## config.mk

```make
export PLATFORM = sky130hd
export DESIGN_NAME = unidade_pc
export DESIGN_NICKNAME = d
export VERILOG_FILES = /design/src/rtl/unidade_pc.sv
export SDC_FILE = /design/constraint.sdc
export NUM_CORES = 1
export LEC_CHECK = 0
export CORE_MARGIN = 3
export CORE_UTILIZATION = 41
export DETAILED_ROUTE_END_ITERATION = 12
export HOLD_SLACK_MARGIN = 0.08
export PLACE_DENSITY_LB_ADDON = 0.05
export SLEW_MARGIN = 40
export SYNTH_ARGS = -nofsm -noshare
export SYNTH_HDL_FRONTEND = slang
export SYNTH_SLANG_ARGS = --single-unit
```

## constraint.sdc

```tcl
create_clock -name clock -period 5.7 [get_ports clock]
set_input_delay 0.855 -clock clock [delete_from_list [all_inputs] [get_ports clock]]
set_output_delay 0.855 -clock clock [all_outputs]
set_load 0.01 [all_outputs]
```

## src/rtl/unidade_pc.sv

```systemverilog
// Program-counter stage feeding the instruction memory.
// Selects the next word address from sequential, branch, jump and
// jump-register controls. A four-state FSM handles start-up, IN waits,
// halt and out-of-range faults.
module unidade_pc #(
    parameter int                  PC_WIDTH         = 26,
    parameter logic [PC_WIDTH-1:0] ENDERECO_INICIAL = '0,
    parameter int                  MEM_SIZE         = 30
) (
    input  logic                clock,
    input  logic                reset,
    input  logic                halt,
    input  logic                espera_in,
    input  logic                confirma_in,
    input  logic                desvio,
    input  logic                salto,
    input  logic                salto_reg,
    input  logic [15:0]         imediato,
    input  logic [25:0]         endereco_salto,
    input  logic [31:0]         registrador,
    output logic [PC_WIDTH-1:0] pc,
    output logic [PC_WIDTH-1:0] pc_mais_um,
    output logic [1:0]          estado,
    output logic                parado,
    output logic                erro
);

    typedef enum logic [1:0] {
        INICIO  = 2'b00,
        EXECUTA = 2'b01,
        ESPERA  = 2'b10,
        PARADO  = 2'b11
    } estado_t;

    // One extra bit so pc+1 at the top of the range is caught, not wrapped.
    localparam logic [PC_WIDTH:0] LIMITE = (PC_WIDTH+1)'(MEM_SIZE);

    estado_t             estado_q, estado_d;
    logic [PC_WIDTH-1:0] pc_q, pc_d;
    logic                erro_q, erro_d;
    logic [PC_WIDTH:0]   incremento;
    logic [PC_WIDTH:0]   candidato;
    logic                avalia;

    assign incremento = {1'b0, pc_q} + {{PC_WIDTH{1'b0}}, 1'b1};

    // State, pc and fault flag registers; reset loads the start address.
    always_ff @(posedge clock or posedge reset) begin
        if (reset) begin
            estado_q <= INICIO;
            pc_q     <= ENDERECO_INICIAL;
            erro_q   <= 1'b0;
        end else begin
            estado_q <= estado_d;
            pc_q     <= pc_d;
            erro_q   <= erro_d;
        end
    end

    // Next-state and next-pc selection with a shared range check on the candidate.
    always_comb begin
        estado_d  = estado_q;
        pc_d      = pc_q;
        erro_d    = erro_q;
        candidato = incremento;
        avalia    = 1'b0;
        unique case (estado_q)
            INICIO: begin
                estado_d = EXECUTA;
            end
            EXECUTA: begin
                if (halt) begin
                    estado_d = PARADO;
                end else if (espera_in && !confirma_in) begin
                    estado_d = ESPERA;
                end else begin
                    avalia = 1'b1;
                    if (espera_in)
                        candidato = incremento;
                    else if (salto_reg)
                        candidato = {1'b0, registrador[PC_WIDTH-1:0]};
                    else if (salto)
                        candidato = (PC_WIDTH+1)'(endereco_salto);
                    else if (desvio)
                        candidato = (PC_WIDTH+1)'(imediato);
                    else
                        candidato = incremento;
                end
            end
            ESPERA: begin
                if (confirma_in)
                    avalia = 1'b1;
            end
            PARADO: begin
                estado_d = PARADO;
            end
        endcase
        if (avalia) begin
            if (candidato >= LIMITE) begin
                estado_d = PARADO;
                erro_d   = 1'b1;
            end else begin
                pc_d     = candidato[PC_WIDTH-1:0];
                estado_d = EXECUTA;
            end
        end
    end

    // Outputs decoded straight from the registers.
    always_comb begin
        pc         = pc_q;
        pc_mais_um = incremento[PC_WIDTH-1:0];
        estado     = estado_q;
        parado     = (estado_q == PARADO);
        erro       = erro_q;
    end

endmodule

```

# == Yosys cells after proc, flatten, opt, wreduce, memory -nomap -nowiden ==
# Cells that the tools add are included.
# word_totals
reg_bits,29
out_inout_bits,56
# op_classes
n_addsub,1
n_lt_le_gt_ge,1
n_eq_ne,4
mux,16
bitwise_logic,1
n_reduce_logical,7
# ops
cell,n
2-to-1 mux 27 bit,7
"adder 26 x 1 -> 27 bit, second input constant",1
">= comparator 27 x 5 -> 1 bit, second input constant",1
2-to-1 mux 2 bit,4
one-hot mux 2 bit (3 select lines),1
AND reduction 2 bit,3
"== test 2 bit, second input constant",2
"inequality test 4 bit, second input constant",1
nonzero test 4 bit,1
2-to-1 mux 1 bit,3
"== test 2 x 1 -> 1 bit, second input constant",1
logical NOT 2 bit,1
one-hot mux 1 bit (2 select lines),1
logical AND 1 bit,1
logical NOT 1 bit,1
inverter 1 bit,1

# == Longest topological paths before layout ==
# logic_depth
depth_word,11
mapped_depth,12
depth_no_buf,10

# == Least setup slack after synthesis ==
# No wires, ideal clock.
# synth_path
kind,in2reg
from,in salto
to,reg pc_q[2] (netlist: pc[2])
setup_time_ps,125
arrival_ps,3063
t_required_ps,5575
setup_slack_ps,2512
stages,9
cell_sequence,nor2b_1 > a22oi_1 > nor2b_1 > or4_1 > o31ai_1 > o2111ai_1 > or4b_1 > buf_6 > mux2_4
# synth_via
elab_chain_cells,9
# synth_rtl
element,line_no,text
"start, declared",16,"input logic salto,"
2-to-1 mux 27 bit (*),82,else if (salto)
2-to-1 mux 27 bit (*),80,else if (salto_reg)
2-to-1 mux 27 bit (*),78,if (espera_in)
2-to-1 mux 27 bit (*),74,end else if (espera_in && !confirma_in) begin
2-to-1 mux 27 bit (*),72,if (halt) begin
2-to-1 mux 27 bit (*),67,unique case (estado_q)
>= comparator 27 x 5 -> 1 bit,99,if (candidato >= LIMITE) begin
inverter 1 bit (no line),n/a,
AND reduction 2 bit (no line),n/a,
"end signal, assigned",55,pc_q <= pc_d;
"end, declared",39,"logic [PC_WIDTH-1:0] pc_q, pc_d;"
# Every way passes the cells marked *; elsewhere a longest branch is shown, timed or not.
# A chain may end at the register's enable or synchronous reset.

# == Final worst setup path ==
# Ends and elaborated chain as after synthesis.

==> results.md <==
* Status: finished clean
* CP arrival at 4550 ps
* Syn Nets at 373
* Die ar. at 6700 µm²
* DRT Pass-1 Iters at 4
* Vias in the first global route at 2540
* Buffers on Ports at 131
* Fin crit period at 4390 ps
* Wire per inst at 16.1 µm
* Fmax achieved at 0.228 GHz
* PostCTS Resize Cnt at 0
* CTS H-Tree Depth at 2
* Initial Util at 0.442
* Mux cell area share after synthesis at 0.0191
* Antenna Nets Post-Route at 0
* Core area at 5340 µm²
* Synth Area in XOR/XNOR at 0.0965
* Type of destination of the critical path: flip-flop
* Final estimated routing congestion in global placement at 0.900
* Gate Count Post-Synth at 286
* Yosys reg bits at 29
* Max Fanout on Critical Path at 27
* Cell mode on critical path: nor2b_1
* Synth Area in Adders at 0.0265
* Dominant synthesized flop cell: dfrtp_1
* P&R area growth vs syn at 60.8%
* Worst VDD drop at 246 µV
* Metal3 WL at 521 µm
* Detailed Route Iter0 Violations at 99
* Tightest Pin Transition at 611 ps
* Number of remaining DRC errors at 0
* Vias/cell at 5.50
* Largest net degree at the start of global routing at 30
* CP Launch Type: primary input
* Worst hold path startpoint: erro
* Gr ovfl total at 0
* Synth top area share at 0.308
* Yosys warnings at 0
* Nets at 501
* Most common cell after layout, fill and taps aside: clkdlybuf4s50_1
* Max_cap viols at 0
* Die Span Y at 81.9 µm
* I/O pin cnt at 138
* Hold depth at 1
* Asr flop ratio synth at 1.00
* Min-Delay Path Class: flip-flop to flip-flop
* R2r endpoint: pc[2]
* Routed via count at 2660
* Synth top area cells: dfrtp_1, xnor2_1, and2_1
* Post-synthesis sequential area ratio at 0.308
* Die width at 81.9 µm
* CTS Buffer Depth at 2
* Root Buffer: clkbuf_8
* Final Power at 950 µW
* Worst path top cell family by delay: simple AND/OR/NAND/NOR gates
* Share of layout cells above drive strength 1 at 0.0386
* Worst-Skew Late Latency at 280 ps
* Hold buffers post-CTS at 0
* Post-synth EDFFs at 0
* Synth area leader: dfrtp_1
* M1 wire length at 3220 µm
* Post-Syn Area at 2360 µm²
* First-pass GRT wire length at 12000 µm
* Clock skew at 3.42 ps
* Routed met2 length at 3940 µm
* Slew Viols, Final at 0
* CTS tree: done
* Final Setup Violations at 0
* Most frequent cells in the layout: clkdlybuf4s50_1, dfrtp_1, and2_1, nand2_1, inv_1
* Worst reg-to-reg path cell count at 9
* Final hold slack at 525 ps
* Initial antenna violation count at 0
* Period utilisation layout at 0.770
* Max incr delay on CP at 970 ps
* Antenna cell count at 0
* Unrepaired setup endpoints after global routing: no
* Critical path class: primary input to flip-flop
* GRT Util Overall at 0.231
* WHS Endpoint: erro
* Max_slew headroom at 0.592
* TritonCTS Buffers at 5
* Synth unique cells at 51
* Worst Path Required at 5860 ps
* Slowest library cell on the worst path: or4b_2
* Top Layer Used: met4
* Placement Rows at 26
* Post-Synth Simple-Gate Area at 0.320
* Setup TNS at 0 ps
* Post-Route WL at 7790 µm
* Pre-CTS WS at 1030 ps
* Worst Slack Setup Final at 1310 ps
* Largest family of logic cells by synthesized area: simple AND/OR/NAND/NOR gates
* Cell Chain, Critical Path: clkdlybuf4s50_1 -> nor2b_1 -> a22oi_1 -> nor2b_1 -> or4_1 -> o31ai_1 -> o2111ai_1 -> or4b_2 -> mux2_4
* Post-CTS Setup Inserts at 0
* Leakage at 0.00153 µW
* Clk slew on worst S/H paths at 60 ps
* Core Util, Final at 0.711
* Synth Area per Inst at 8.25 µm²
* Reg2reg setup slack at 1950 ps
* Compound-Gate Fraction of Synth Area at 0.166
* PD cells at 250 nW/µm²
* Final Hold Viols at 0
* Clk sink count at 29
* Total buffers and inverters traversed by the critical path at 1
* Startpoint of the worst register-to-register path: pc[1]
* Hpwl dp at 6170 µm
==> power by group <==
group | switching [µW] | internal (µW)
registers | 49.9 | 234
clock network | 72.6 | 95.5
logic | 227 | 270
total | 350 | 600
==> cell families after synthesis <==
family                     after synthesis
muxes                                    4
DFF                                     29
buffers and inverters                   33
xor gates and xnor gates                26
adders and majority gates                5
AOI/OAI and AO/OA                       56
and+or+nand+nor                        133
==> metrics by stage <==
step / std cells / area (µm²)
floorplan: 286 / 2360
global placement: 477 / 3700
detailed placement: 477 / 3700
CTS: 484 / 3790
global route: 484 / 3790
finish: 484 / 3790
==> final cells by class <==
type / instances / area [µm²]
Fill cell: 448 / 1540
Timing Repair Buffer: 132 / 1320
Sequential cell: 29 / 726
Tap cell: 70 / 87.6
Clock buffer: 7 / 86.3
Inverter: 22 / 82.6
Multi-Input combinational cell: 224 / 1490
==> state kept, by name, summed over array words and instances (netlist names) <==
register / cells
erro: 1
estado: 2
pc: 26
==> synthesized netlist by cell type, types with 3 or more instances <==
cell type	number
a211oi_1	3
a21oi_1	5
a221oi_1	5
a22oi_1	3
a31oi_1	3
and2_1	23
and3_1	3
buf_6	3
clkbuf_1	5
dfrtp_1	29
ha_1	5
inv_1	22
mux2i_1	3
nand2_1	23
nand2b_1	4
nand3_1	17
nand4_1	11
nor2_1	10
nor2b_1	7
nor3_1	8
nor3b_1	3
nor4_1	8
o21ai_0	13
o22ai_1	4
o31ai_1	6
or3_1	4
or4_1	5
xnor2_1	17
xor2_1	9
==> per-layer routing <==
layer	GRT usage	vias to the layer above
li1	-	1298
met1	0.298	1254
met2	0.390	94
met3	0.0526	14
met4	0.0548	0
met5	0	-
==> how the worst max path moves through the flow <==
stage               slack, ps  start  cells after the start  endpoint
finish                   1310  salto                      9     pc[2]
global route             1160  salto                      9     pc[2]
CTS                      1320  salto                      9     pc[2]
detailed placement       1030  salto                      9     pc[2]
global placement         1140  salto                      8     pc[2]
floorplan                2510  salto                      9     pc[2]
Power figures use the tool's default switching activity.
